$ cat src/rtl/dyn_mod_counter.sv
// Runtime-modulus counter: modulus and direction are latched at Start and at each
// wrap, with start/stop control, count-enable qualifier and one-shot mode.
module dyn_mod_counter #(
  parameter int NBBITS = 8
) (
  input  logic              Clk,
  input  logic              aReset,
  input  logic              Start,
  input  logic              Stop,
  input  logic              En,
  input  logic              OneShot,
  input  logic              Dir,
  input  logic [NBBITS-1:0] Mod,
  output logic [NBBITS-1:0] Q,
  output logic              Busy,
  output logic              Tc,
  output logic              Wrap,
  output logic              Done
);

  localparam logic [NBBITS:0] FULL_RANGE = {1'b1, {NBBITS{1'b0}}};

  logic [NBBITS-1:0] mod_reg;
  logic              dir_reg;
  logic              os_reg;
  logic [NBBITS:0]   eff_mod;
  logic [NBBITS:0]   eff_last;
  logic [NBBITS-1:0] term_val;
  logic              at_term;

  // Start value for a given modulus/direction: 0 counting up, M-1 counting down.
  function automatic logic [NBBITS-1:0] start_of(input logic [NBBITS-1:0] m,
                                                 input logic              d);
    logic [NBBITS:0] full;
    full = (m == '0) ? FULL_RANGE : {1'b0, m};
    full = full - 1'b1;
    return d ? '0 : full[NBBITS-1:0];
  endfunction

  assign eff_mod  = (mod_reg == '0) ? FULL_RANGE : {1'b0, mod_reg};
  assign eff_last = eff_mod - 1'b1;
  assign term_val = dir_reg ? eff_last[NBBITS-1:0] : '0;
  assign at_term  = (Q == term_val);
  assign Tc       = Busy & at_term;

  always_ff @(posedge Clk or negedge aReset) begin
    if (!aReset) begin
      Q       <= '0;
      Busy    <= 1'b0;
      Wrap    <= 1'b0;
      Done    <= 1'b0;
      mod_reg <= '0;
      dir_reg <= 1'b1;
      os_reg  <= 1'b0;
    end else begin
      Wrap <= 1'b0;
      Done <= 1'b0;
      if (Stop) begin
        Busy <= 1'b0;
      end else if (Start) begin
        mod_reg <= Mod;
        dir_reg <= Dir;
        os_reg  <= OneShot;
        Q       <= start_of(Mod, Dir);
        Busy    <= 1'b1;
      end else if (Busy && En) begin
        if (!at_term) begin
          Q <= dir_reg ? Q + 1'b1 : Q - 1'b1;
        end else begin
          Wrap <= 1'b1;
          // One-shot keeps the latched modulus/direction so Q parks on its own start value.
          if (os_reg) begin
            Busy <= 1'b0;
            Done <= 1'b1;
            Q    <= start_of(mod_reg, dir_reg);
          end else begin
            mod_reg <= Mod;
            dir_reg <= Dir;
            Q       <= start_of(Mod, Dir);
          end
        end
      end
    end
  end

endmodule

$ cat config.mk
export PLATFORM = sky130hd
export DESIGN_NAME = dyn_mod_counter
export DESIGN_NICKNAME = d
export VERILOG_FILES = /design/src/rtl/dyn_mod_counter.sv
export SDC_FILE = /design/constraint.sdc
export NUM_CORES = 1
export LEC_CHECK = 0
export BUFFER_PORTS_ARGS = -buffer_cell sky130_fd_sc_hd__buf_4
export CORE_UTILIZATION = 58
export CTS_CLUSTER_SIZE = 16
export DETAILED_ROUTE_END_ITERATION = 16
export MAX_ROUTING_LAYER = met4
export PLACE_DENSITY = 0.84
export SYNTH_ARGS = -nofsm -noshare
export SYNTH_HDL_FRONTEND = slang
export SYNTH_SLANG_ARGS = --single-unit
$ cat constraint.sdc
create_clock -name Clk -period 4.4 [get_ports Clk]
set_input_delay 0.88 -clock Clk [delete_from_list [all_inputs] [get_ports Clk]]
set_output_delay 0.88 -clock Clk [all_outputs]
set_load 0.02 [all_outputs]
; ---- Yosys cells after proc, flatten, opt, wreduce, memory -nomap -nowiden
; Index checks and enable logic that the tools add are counted.
[totals]
ff_bits = 21
in_bits = 15
output_inout_bits = 12
elab_cells = 59
[classes]
add_sub_neg = 4
eq_ne = 2
n_mux = 32
bitwise = 2
n_reduce_logical = 12
[op_table]
columns = cell, count
row1 = two-way mux 8 bit, 14
row2 = subtractor 8 x 1 -> 8 bit (second input constant), 3
row3 = two-way mux 1 bit, 18
row4 = logical NOT 8 bit, 2
row5 = nonzero test 3 bit, 3
row6 = adder 8 x 1 -> 8 bit (second input constant), 1
row7 = == test 8 bit, 1
row8 = AND reduction 2 bit, 2
row9 = AND reduction 4 bit, 1
row10 = nonzero test 2 bit, 2
row11 = AND reduction 3 bit, 1
row12 = != test 2 bit (second input constant), 1
row13 = AND 1 bit, 1
row14 = logical AND 1 bit, 1
row15 = NOT 1 bit, 1

; ---- Logic depth before layout (Yosys ltp)
[depth]
depth_word = 9
ltp_mapped = 13
mapped_depth_nobuf = 10

; ---- Worst setup path before layout
; No wires, ideal clock.
[synth_timing]
path_kind = reg-to-output
startpoint = reg mod_reg[0]
endpoint = out Tc
arrival_time_ps = 3104
t_required_ps = 3520
slack_ps = 416
path_stages_with_launch = 12
path_buffers = 2
cell_sequence = dfrtp_1 -> clkbuf_1 -> inv_1 -> ha_1 -> or4b_1 -> o311a_1 -> or2_1 -> or4b_1 -> and3_1 -> buf_6 -> nor2_2 -> and2_1
[synth_between]
elab_chain_cells = 6
[synth_rtl]
columns = item, line_no
row1 = start: declaration, 23  ; logic [NBBITS-1:0] mod_reg;
row2 = start signal: assignment, 61  ; mod_reg <= Mod;
row3 = start signal: assignment, 77  ; mod_reg <= Mod;
row4 = logical NOT 8 bit, 40  ; assign eff_mod = (mod_reg == '0) ? FULL_RANGE : {1'b0, mod_reg};
row5 = two-way mux 8 bit *, 40
row6 = subtractor 8 x 1 -> 8 bit *, 41  ; assign eff_last = eff_mod - 1'b1;
row7 = two-way mux 8 bit *, 42  ; assign term_val = dir_reg ? eff_last[NBBITS-1:0] : '0;
row8 = == test 8 bit *, 43  ; assign at_term = (Q == term_val);
row9 = AND 1 bit *, 44  ; assign Tc = Busy & at_term;
row10 = end: declaration, 16  ; output logic Tc,
; Mark *: on every way between the ends. The rest lies on a longest branch, timed or not.

; ---- Worst setup path after layout
; Ends and elaborated chain as after synthesis.

==> flow_metrics.py <==
metrics = {
    "power_and_ir_drop": {
        "ir_drop_uv": 336,
        "power_density_mw_per_mm2": 509,
        "leakagePower_nw": 0.923,
    },
    "outcome": {
        "status": "complete, no violations",
    },
    "route": {
        "route.detailed.drc": 0,
        "drtIter0Drc": 150,
        "routed_via_density": 6.26,
        "postRouteWirelength_um": 4970,
        "vias": 1834,
        "wl_met3_um": 403,
        "wl_per_cell_um": 17.0,
        "highest_layer": "met4",
        "drt_pass1_iterations": 5,
        "postRouteAntennaNets": 0,
        "wl_met1_um": 2170,
        "wl_met2_um": 2280,
    },
    "placed_design": {
        "dpl_worst_slack_ns": 0.490,
        "dpl.hpwl_um": 3690,
        "gp_congestion": 0.936,
        "io_buffers": 26,
    },
    "clock_network": {
        "clk_path_buf_depth": 2,
        "root_buffer": "clkbuf_4",
        "cts_setup_buffers": 0,
        "clk_pin_slew_ns": 0.13,
        "cts_hold_buf": 0,
        "cts.sinks": 21,
        "clk_latency_ns": 0.32,
        "cts_tree": "done",
        "numCtsBuffers": 3,
        "post_cts_resize_count": 0,
        "htree_levels": 1,
    },
    "floorplanning": {
        "die_x_um": 59.2,
        "die_h_um": 59.2,
        "die-area_mm2": 0.00351,
        "core_area_mm2": 0.00308,
        "ios": 27,
        "rows": 20,
        "start_util_pct": 61.7,
    },
    "worst_setup_path": {
        "rr_startpoint": "mod_reg[0]",
        "cp.required_ns": 3.52,
        "crit_fanout": 9,
        "crit_top_cell": "or4b_1",
        "slowest_delay_ns": 0.49,
        "critPathSlowestCell": "or4b_1",
        "path_class": "reg2out",
        "crit_family": "simple AND/OR/NAND/NOR gates",
        "path_cells": "inv_1 -> ha_1 -> or4b_1 -> o311a_1 -> or2_1 -> or4b_1 -> and3_2 -> nor2_2 -> and2_1 -> buf_4",
        "crit_path_start_kind": "flop",
        "cp_data_arrival_time_ns": 3.35,
        "path_buf_inv": 2,
        "critPathLaunch": "mod_reg[0]",
        "critPathCaptureType": "primary output",
    },
    "cells_and_area": {
        "nets": 274,
        "n_antenna_cell": 0,
        "areaGrowthSynthToFinish_pct": 13.1,
        "drive_above_1_share_pct": 19.7,
    },
    "sta": {
        "timing.final.crit_share_pct": 96.2,
        "rsz0062_at_grt": "no",
        "timing.final.crit_period_ns": 4.23,
        "final_hold_viol_count": 0,
        "setup_viol": 0,
        "fin_skew_ns": 0.00490,
        "fin_setup_tns_ns": 0,
        "drv_slew": 0,
        "max_freq_mhz": 236,
        "worst_slack_ns": 0.169,
        "whs_ns": 0.418,
        "worstMarginPinSlew_ns": 0.620,
        "slew-limit-headroom_pct": 58.1,
    },
    "global_routing": {
        "antenna_found_initial": 0,
        "grt_overflow": 0,
        "grt_pass1_wl_um": 8370,
        "grt_max_degree": 22,
        "grt_pass1_vias": 1735,
        "grt_usage_pct": 32.7,
    },
    "yosys": {
        "synthCells": 225,
        "synth_area_mm2": 0.00190,
        "syn_nets": 249,
        "ys_ff_latch": 21,
        "async_reset_ff_share_pct": 100,
        "yosys.cell_types.count": 58,
        "syn-mean-instance-area_um2": 8.44,
        "synth_flop_cell": "dfrtp_1",
        "synth_warnings": 0,
        "ys_seq_area_share_pct": 27.8,
        "synth_edf_count": 0,
    },
    "min_path": {
        "hold_class": "in2async",
    },
    "job": {
        "drv_cap": 0,
    },
}
==> cells by family after synthesis <==
group,Yosys count,share of synthesized area [%]
AO/OA/AOI/OAI,58,22.2
adder cells (fa/ha/maj),9,6.33
multiplexers,10,5.73
XOR/XNOR,18,8.31
AND/OR/NAND/NOR,90,24.7
flip-flops,21,27.8
buffers and inverters,19,5.01
==> final cells by class <==
class	instances	area, um^2
sequential	21	528
fill	243	931
inverter	9	33.8
clock inverter	1	5.00
multi-input combinational	185	1280
clock buffer	3	22.5
timing repair buffer	30	225
tap	44	55.1
==> per-layer routing <==
metal,global-route usage (%),vias up
met5,-,-
met4,11.2,0
met3,3.06,14
met2,50.6,88
met1,45.0,852
li1,-,880
==> cells in the final DEF, fill, tap and decap left out, types with 2 or more instances in the layout <==
cell      synthesis  routed
buf_4             0      30
nand2_1          24      24
dfrtp_1          20      19
nor2_1           18      18
a21oi_1          13      13
xnor2_1          11      11
nor3_1           10      10
inv_1             9       9
o21ai_0           9       9
ha_1              8       8
o211ai_1          7       7
or3_1             7       7
xor2_1            7       7
mux2_2            5       5
nor4_1            4       4
a21o_1            4       4
nand3_1           3       3
nand4_1           3       3
mux2i_1           3       3
o31ai_1           3       3
nand2b_1          3       3
clkbuf_4          0       3
or2_2             2       2
or4b_1            2       2
nor3b_1           2       2
nand3b_1          2       2
o32ai_1           2       2
and2_1            2       2
mux2_1            2       2
a31oi_1           2       2
o221ai_1          2       2
o22ai_1           2       2
==> cells in the mapped netlist, types with 2 or more instances <==
| library cell | instances | area [um^2] |
|---|---|---|
| o22ai_1 | 2 | 12.5 |
| o211ai_1 | 7 | 52.6 |
| mux2i_1 | 3 | 30.0 |
| xnor2_1 | 11 | 96.3 |
| nor2_1 | 18 | 67.6 |
| o221ai_1 | 2 | 17.5 |
| a21oi_1 | 13 | 65.1 |
| a31oi_1 | 2 | 12.5 |
| or3_1 | 7 | 43.8 |
| a21o_1 | 4 | 30.0 |
| nand2b_1 | 3 | 18.8 |
| mux2_1 | 2 | 22.5 |
| nand3_1 | 3 | 15.0 |
| xor2_1 | 7 | 61.3 |
| o31ai_1 | 3 | 22.5 |
| ha_1 | 8 | 100 |
| clkbuf_1 | 5 | 18.8 |
| o21ai_0 | 9 | 45.0 |
| nand3b_1 | 2 | 15.0 |
| inv_1 | 9 | 33.8 |
| buf_6 | 3 | 33.8 |
| o32ai_1 | 2 | 17.5 |
| and2_1 | 2 | 12.5 |
| nor3_1 | 10 | 50.1 |
| nand4_1 | 3 | 18.8 |
| nor4_1 | 4 | 25.0 |
| or4b_1 | 2 | 20.0 |
| dfrtp_1 | 20 | 500 |
| mux2_2 | 5 | 56.3 |
| or2_2 | 2 | 12.5 |
| nor3b_1 | 2 | 15.0 |
| nand2_1 | 24 | 90.1 |
==> per-stage QoR <==
| step | power (mW) | utilization (%) | cells | cell area [um^2] |
|---|---|---|---|---|
| after global placement | 0.962 | 68.8 | 289 | 2120 |
| after floorplan | 0.807 | - | 225 | 1900 |
| after global routing | 1.18 | 69.8 | 293 | 2150 |
| after detailed placement | 0.974 | 68.8 | 289 | 2120 |
| after CTS | 1.08 | 69.7 | 293 | 2140 |
| final | 1.09 | 69.8 | 293 | 2150 |
==> report_power, final <==
part           leakage, nW  internal, mW  switching, mW
logic                0.652         0.294          0.348
clock network       0.0177        0.0340         0.0675
registers            0.253         0.243          0.105
==> final timing paths <==
check / end / cells past startpoint / slack (ns)
setup / recovery: Tc / 10 / 0.17
hold / removal: mod_reg[0] / 1 / 0.42
setup reg to reg: mod_reg[7] / 10 / 0.75
hold reg to reg: Q[4] / 2 / 0.59
max in group asynchronous: dir_reg / 1 / 3.70
min in group Clk: Q[4] / 2 / 0.59
No activity file was read; power rests on OpenSTA's default activity.
